`src/rtl/alu_pkg.sv`:
```
// Shared types and constants for the ALU sequencer slice.
// Holds the sequencer state encoding, the opcode width and the default datapath width.
package alu_pkg;

   localparam int OP_W  = 3;
   localparam int W_DEF = 8;

   typedef enum logic [1:0] {
      IDLE = 2'd0,
      EXEC = 2'd1,
      WB   = 2'd2
   } state_t;

endpackage

```
`src/rtl/alu_regfile.sv`:
```
// General register file: NREG x W, two asynchronous read ports, one synchronous write port.
// All entries clear asynchronously on reset.
module alu_regfile #(
   parameter int W    = 8,
   parameter int NREG = 4,
   localparam int RW  = $clog2(NREG)
) (
   input  logic          clk,
   input  logic          rst,
   input  logic          we,
   input  logic [RW-1:0] wa,
   input  logic [W-1:0]  wd,
   input  logic [RW-1:0] ra1,
   output logic [W-1:0]  rd1,
   input  logic [RW-1:0] ra2,
   output logic [W-1:0]  rd2
);

   logic [W-1:0] mem [NREG];

   always_ff @(posedge clk or posedge rst) begin
      if (rst) begin
         for (int i = 0; i < NREG; i++) begin
            mem[i] <= '0;
         end
      end else if (we) begin
         mem[wa] <= wd;
      end
   end

   // Read-after-write is resolved by the edge: a value written at one edge is
   // visible on the read ports for the whole following cycle.
   assign rd1 = mem[ra1];
   assign rd2 = mem[ra2];

endmodule

```
`src/rtl/alu_sequencer.sv`:
```
// Sequences load-immediate and ALU instructions around an external combinational ALU.
// ALU ops take IDLE -> EXEC -> WB; loads complete in IDLE at the accepting edge.
//
// state | meaning
// IDLE  | ready for an instruction; loads write the register file directly
// EXEC  | operands presented to the external ALU; result captured at closing edge
// WB    | res_valid pulse; result written back and op_count bumped at closing edge
import alu_pkg::*;

module alu_sequencer #(
   parameter int W    = W_DEF,
   parameter int NREG = 4,
   localparam int RW  = $clog2(NREG)
) (
   input  logic            clk,
   input  logic            rst,
   input  logic            instr_valid,
   output logic            instr_ready,
   input  logic            instr_ld,
   input  logic [OP_W-1:0] instr_op,
   input  logic [RW-1:0]   instr_rd,
   input  logic [RW-1:0]   instr_rs1,
   input  logic [RW-1:0]   instr_rs2,
   input  logic [W-1:0]    instr_imm,
   output logic [W-1:0]    alu_a,
   output logic [W-1:0]    alu_b,
   output logic [OP_W-1:0] alu_op,
   input  logic [W-1:0]    alu_out,
   output logic            res_valid,
   output logic [W-1:0]    res_data,
   output logic [RW-1:0]   res_rd,
   output logic [7:0]      op_count
);

   state_t        state_q;
   state_t        state_d;
   logic          accept;
   logic          accept_alu;
   logic          accept_ld;
   logic [RW-1:0] rd_q;
   logic [W-1:0]  result_q;

   logic          rf_we;
   logic [RW-1:0] rf_wa;
   logic [W-1:0]  rf_wd;
   logic [W-1:0]  rf_rd1;
   logic [W-1:0]  rf_rd2;

   always_ff @(posedge clk or posedge rst) begin
      if (rst) begin
         state_q <= IDLE;
      end else begin
         state_q <= state_d;
      end
   end

   always_comb begin
      state_d     = state_q;
      instr_ready = 1'b0;
      case (state_q)
         IDLE: begin
            instr_ready = 1'b1;
            if (instr_valid && !instr_ld) begin
               state_d = EXEC;
            end
         end
         EXEC:    state_d = WB;
         WB:      state_d = IDLE;
         default: state_d = IDLE;
      endcase
   end

   assign accept     = instr_valid & instr_ready;
   assign accept_alu = accept & ~instr_ld;
   assign accept_ld  = accept &  instr_ld;

   // Loads and write-backs never collide: loads are only accepted in IDLE.
   assign rf_we = accept_ld | (state_q == WB);
   assign rf_wa = (state_q == WB) ? rd_q     : instr_rd;
   assign rf_wd = (state_q == WB) ? result_q : instr_imm;

   alu_regfile #(
      .W    (W),
      .NREG (NREG)
   ) u_regfile (
      .clk (clk),
      .rst (rst),
      .we  (rf_we),
      .wa  (rf_wa),
      .wd  (rf_wd),
      .ra1 (instr_rs1),
      .rd1 (rf_rd1),
      .ra2 (instr_rs2),
      .rd2 (rf_rd2)
   );

   always_ff @(posedge clk or posedge rst) begin
      if (rst) begin
         alu_a    <= '0;
         alu_b    <= '0;
         alu_op   <= '0;
         rd_q     <= '0;
         result_q <= '0;
         op_count <= '0;
      end else begin
         if (accept_alu) begin
            alu_a  <= rf_rd1;
            alu_b  <= rf_rd2;
            alu_op <= instr_op;
            rd_q   <= instr_rd;
         end
         if (state_q == EXEC) begin
            result_q <= alu_out;
         end
         if (state_q == WB) begin
            op_count <= op_count + 8'd1;
         end
      end
   end

   // Result outputs are gated so they read zero outside the write-back pulse.
   assign res_valid = (state_q == WB);
   assign res_data  = res_valid ? result_q : '0;
   assign res_rd    = res_valid ? rd_q     : '0;

endmodule

```
`config.mk`:
```
export PLATFORM = sky130hd
export DESIGN_NAME = alu_sequencer
export DESIGN_NICKNAME = d
export VERILOG_FILES = /design/src/rtl/alu_pkg.sv /design/src/rtl/alu_regfile.sv /design/src/rtl/alu_sequencer.sv
export SDC_FILE = /design/constraint.sdc
export NUM_CORES = 1
export LEC_CHECK = 0
export CAP_MARGIN = 30
export CORE_UTILIZATION = 45
export DETAILED_ROUTE_END_ITERATION = 8
export PLACE_DENSITY_LB_ADDON = 0.3
export SLEW_MARGIN = 20
export SYNTH_ARGS = -nofsm -noshare
export SYNTH_HDL_FRONTEND = slang
export SYNTH_SLANG_ARGS = --single-unit
```
`constraint.sdc`:
```
create_clock -name clk -period 2.5 [get_ports clk]
set_input_delay 0.5 -clock clk [delete_from_list [all_inputs] [get_ports clk]]
set_output_delay 0.5 -clock clk [all_outputs]
set_load 0.005 [all_outputs]
```
# After elaboration in Yosys (flattened, before gate mapping)
# Index checks and enable logic that the tools add are counted.
# totals
regBits	71
out_inout_bits	39
# op_classes
addsub	1
n_lt_le_gt_ge	4
eq_ne	3
muxes	16
bitwise_logic	8
n_reduce_logical	4
# op_table
operator	n
8-bit two-way mux	7
8-bit binary-select mux with 2-bit select	2
32-bit bitwise mux	1
8-bit demux with 2-bit select	1
3-bit greater-or-equal comparator, second input constant	3
2-bit NOT with 3-bit output	3
8-bit by 1-bit adder with 8-bit output, second input constant	1
2-bit two-way mux	3
2-bit one-hot mux with 2 select lines	1
1-bit bitwise AND	3
3-bit by 1-bit < comparator with 1-bit output, second input constant	1
2-bit by 1-bit == test with 1-bit output, second input constant	1
2-bit == test, second input constant	1
1-bit logical AND	2
2-bit zero test	1
2-bit != test, second input constant	1
1-bit zero test	1
1-bit two-way mux	1
1-bit NOT	1
1-bit bitwise OR	1

# Logic depth before layout (Yosys ltp)
# logic_depth
word_depth	8
mapped_depth	5
depth_no_buf	3

# By module
# From an unflattened synthesis, not the netlist that was laid out.
# unflattened
cells_unflattened	210
area_unflattened_um2	3316.9
# by_module_without_submodules
mod	instances	cells_per_inst	area_per_inst_um2
alu_sequencer	1	121	1722.9
alu_regfile	1	89	1594.0

# Worst setup path before layout
# No wires, ideal clock.
# synth_timing
kind	input to register
from	input port instr_rs2[1]
to	register alu_b[4]
arrival_time_ns	1.701
required_ns	2.375
slack_ns	0.675
cell_stages	3
path_cell_list	clkbuf_1 -> mux4_2 -> mux2_2
# synth_via
elab_chain_cells	4
# synth_lines
item	line_no	rtl
from (decl)	alu_sequencer.sv:23	input logic [RW-1:0] instr_rs2,
2-bit NOT with 3-bit output (not written as such)	alu_regfile.sv:34	assign rd2 = mem[ra2];
8-bit binary-select mux with 2-bit select	alu_regfile.sv:34	
8-bit two-way mux (not written as such) (2 in a row)	alu_regfile.sv:34	
to (signal assigned)	alu_sequencer.sv:108	alu_b <= rf_rd2;
to (decl)	alu_sequencer.sv:26	output logic [W-1:0] alu_b,
# Every way passes these cells. The select of a mux whose other input is x is not followed.
# A chain may end at the register's enable or synchronous reset.

# Worst setup path in the final report
# layout_timing
from	register state_q[0]
to	output port res_data[6]
# layout_via
elab_chain_cells	2
# layout_lines
item	line_no	rtl
from (decl)	alu_sequencer.sv:35	state_t state_q;
from (signal assigned)	alu_sequencer.sv:53	state_q <= state_d;
2-bit == test	alu_sequencer.sv:122	assign res_valid = (state_q == WB);
8-bit two-way mux	alu_sequencer.sv:123	assign res_data = res_valid ? result_q : '0;
to (decl)	alu_sequencer.sv:30	output logic [W-1:0] res_data,
# Every way passes these cells.

==> results.sh <==
export IMPL_drc_errors=0
export IMPL_async_reset_ff_share_pct=100
export IMPL_critPathArrivalTime_ns=1.84
export IMPL_fin_crit_sh_pct=93.7
export IMPL_hold_buffers=0
export IMPL_synth_area_per_cell_um2=16.1
export IMPL_placementRows=31
export IMPL_via_per_inst=5.14
export IMPL_fill_cells=574
export IMPL_drive_above_1_share_pct=41.1
export IMPL_dpl_instance_area_mm2=0.00425
export IMPL_initial_core_util_pct=46.7
export IMPL_antennaDiodeCount=0
export IMPL_grt_overflow_total=0
export IMPL_final_cell_count_no_fill=396
export IMPL_cts_resized=0
export IMPL_first_global_vias=2086
export IMPL_io_pins=68
export IMPL_finalSetupViolations=0
export IMPL_drv_cap=0
export IMPL_max_freq_ghz=0.427
export IMPL_synth_cell_type_count=29
export IMPL_crit_reg2reg_launch="state_q[0]$_DFFE_PP0P_"
export IMPL_die_h_um=88.8
export IMPL_final_cell_mix="71 x dfrtp_1, 67 x clkdlybuf4s50_1, 55 x mux2_2, 16 x mux4_2, 13 x mux2_4"
export IMPL_finalInstanceArea_mm2=0.00445
export IMPL_crit_path_end="res_data[6]"
export IMPL_vdd_drop_max_mv=0.430
export IMPL_critPathLaunchType="flip-flop"
export IMPL_mostFrequentLayoutCell="dfrtp_1"
export IMPL_reg2reg_to="u_regfile.mem[20]$_DFFE_PP0P_"
export IMPL_required_ns=2.00
export IMPL_r2r_cells=5
export IMPL_wl_per_cell_um=16.5
export IMPL_antenna_left=0
export IMPL_syn_area_mm2=0.00339
export IMPL_maxSlewHeadroom_pct=65.0
export IMPL_final_min_clock_period_ns=2.34
export IMPL_gp_congestion=0.715
export IMPL_synth_edff_count=0
export IMPL_drv_slew=0
export IMPL_grt_max_degree=41
export IMPL_finalHoldViolations=0
export IMPL_drtIter0Drc=89
export IMPL_power_leakage_nw=1.83
export IMPL_cts_max_level=3
export IMPL_syn_nets=241
export IMPL_setup_tns_ns=0
export IMPL_die_area_mm2=0.00788
export IMPL_final_nets=322
export IMPL_drt_first_pass_iters=4
export IMPL_synth_seq_cells=71
export IMPL_grt_pass1_wl_mm=10.9
export IMPL_dpl_hpwl_mm=4.70
export IMPL_status="finished clean"
export IMPL_p_total_mw=4.16
export IMPL_r2r_slack_ns=0.67
export IMPL_grtUsageTotal_pct=19.1
export IMPL_post_route_util_pct=61.3
export IMPL_syn_inst=211
export IMPL_syn_to_final_growth_pct=31.2
export IMPL_clk_pin_slew_worst_paths_ns=0.08
export IMPL_chipWidth_um=88.8
export IMPL_grt_setup_unrepaired="no"
export IMPL_antenna_found_initial=0
export IMPL_cts_setup_buffers=0
export IMPL_routed_wl_mm=6.52
export IMPL_startpoint="state_q[0]$_DFFE_PP0P_"
export IMPL_root_buffer="clkbuf_8"
export IMPL_path_max_fanout=17
export IMPL_hold_path_class="flip-flop to flip-flop"
export IMPL_num_vias=2036
export IMPL_io_buffers=67
export IMPL_clock_sinks=71
export IMPL_setup_worst_path_end_class="primary output"
export IMPL_numCtsBuffers=9
export IMPL_worst_pin_slew_ns=0.525
export IMPL_yosysWarnings=0
export IMPL_post_place_cells=380
export IMPL_cts_tree="built"
export IMPL_skew_ns=0.00854
export IMPL_synthFlopType="dfrtp_1"
export IMPL_cts_buffer_depth=2
export IMPL_seq_area_frac_synth_pct=52.4
export IMPL_pwr_density_cell_mw_per_mm2=935
export IMPL_coreArea_mm2=0.00725
export IMPL_crit_type="flip-flop to primary output"
export IMPL_worst_skew_pair_late_latency_ns=0.33
[logic make-up after synthesis]
| logic type | share of synthesized area, % |
|---|---|
| AO/OA/AOI/OAI | 2.44 |
| XOR/XNOR | 1.81 |
| adder cells (fa/ha/maj) | 0.369 |
| buffers and inverters | 2.44 |
| flip-flops | 52.4 |
| multiplexers | 35.0 |
| AND/OR/NAND/NOR | 5.54 |
[through the flow]
stage / setup WS, ns / hold slack [ns]
final: 0.157 / 0.475
after global routing: 0.0480 / 0.514
after CTS: 0.0827 / 0.478
after detailed placement: 0.318 / 0.466
after global placement: 0.344 / 0.461
after floorplan: 0.203 / 0.468
[cell usage after synthesis, types with 2 or more instances]
cell / instances / share of area [%]
mux2_4: 13 / 5.8
nand4_1: 4 / 0.74
xnor2_1: 6 / 1.6
a32oi_4: 2 / 1.6
nor2_1: 2 / 0.22
and2_1: 9 / 1.7
inv_1: 4 / 0.44
buf_6: 2 / 0.66
mux4_2: 16 / 11
clkbuf_1: 4 / 0.44
buf_2: 3 / 0.44
buf_4: 2 / 0.44
dfrtp_1: 71 / 52
mux2_2: 55 / 18
nand2_1: 3 / 0.33
nor2b_1: 2 / 0.37
[flip-flops by register name, indices dropped and copies added (netlist names)]
name / cells
alu_a: 8
alu_b: 8
alu_op: 3
op_count: 8
rd_q: 2
result_q: 8
state_q: 2
u_regfile.mem: 32
[metal layers]
layer,track usage [%],part of all wire (%),vias to the layer above
li1,-,-,950
met1,26.4,47,1035
met2,29.8,48,44
met3,3.54,3.3,7
met4,7.77,1.0,0
met5,0,0,-
[critical path, stage by stage (launching register included)]
cell and delay [ns]:
dfrtp_1 0.39, nor2b_2 0.25, buf_6 0.22, and2_1 0.15, clkdlybuf4s50_1 0.49
[worst min-delay path by stage]
stage / from / to / slack (ns) / depth (start not counted)
after global placement: op_count[7]$_DFFE_PP0P_ / op_count[7]$_DFFE_PP0P_ / 0.46 / 1
after detailed placement: op_count[7]$_DFFE_PP0P_ / op_count[7]$_DFFE_PP0P_ / 0.47 / 1
final: op_count[7]$_DFFE_PP0P_ / op_count[7]$_DFFE_PP0P_ / 0.47 / 1
after CTS: op_count[7]$_DFFE_PP0P_ / op_count[7]$_DFFE_PP0P_ / 0.48 / 1
after global routing: op_count[7]$_DFFE_PP0P_ / op_count[7]$_DFFE_PP0P_ / 0.51 / 1
after floorplan: op_count[7]$_DFFE_PP0P_ / op_count[7]$_DFFE_PP0P_ / 0.47 / 1
[where the power goes]
part | leakage [nW] | internal [mW] | total (mW) | switching, mW
clock network | 0.0875 | 0.460 | 0.902 | 0.442
registers | 0.858 | 1.60 | 1.93 | 0.332
logic | 0.888 | 0.961 | 1.32 | 0.360
[cell type report]
cell class | instances | area (µm²) | share of cell area (%)
clock buffer | 9 | 124 | 2.79
clock inverter | 7 | 73.8 | 1.66
inverter | 4 | 15.0 | 0.338
multi-input combinational | 125 | 1540 | 34.7
sequential | 71 | 1780 | 40.0
tap | 99 | 124 | 2.79
timing repair buffer | 81 | 792 | 17.8
Power figures use the tool's default switching activity.
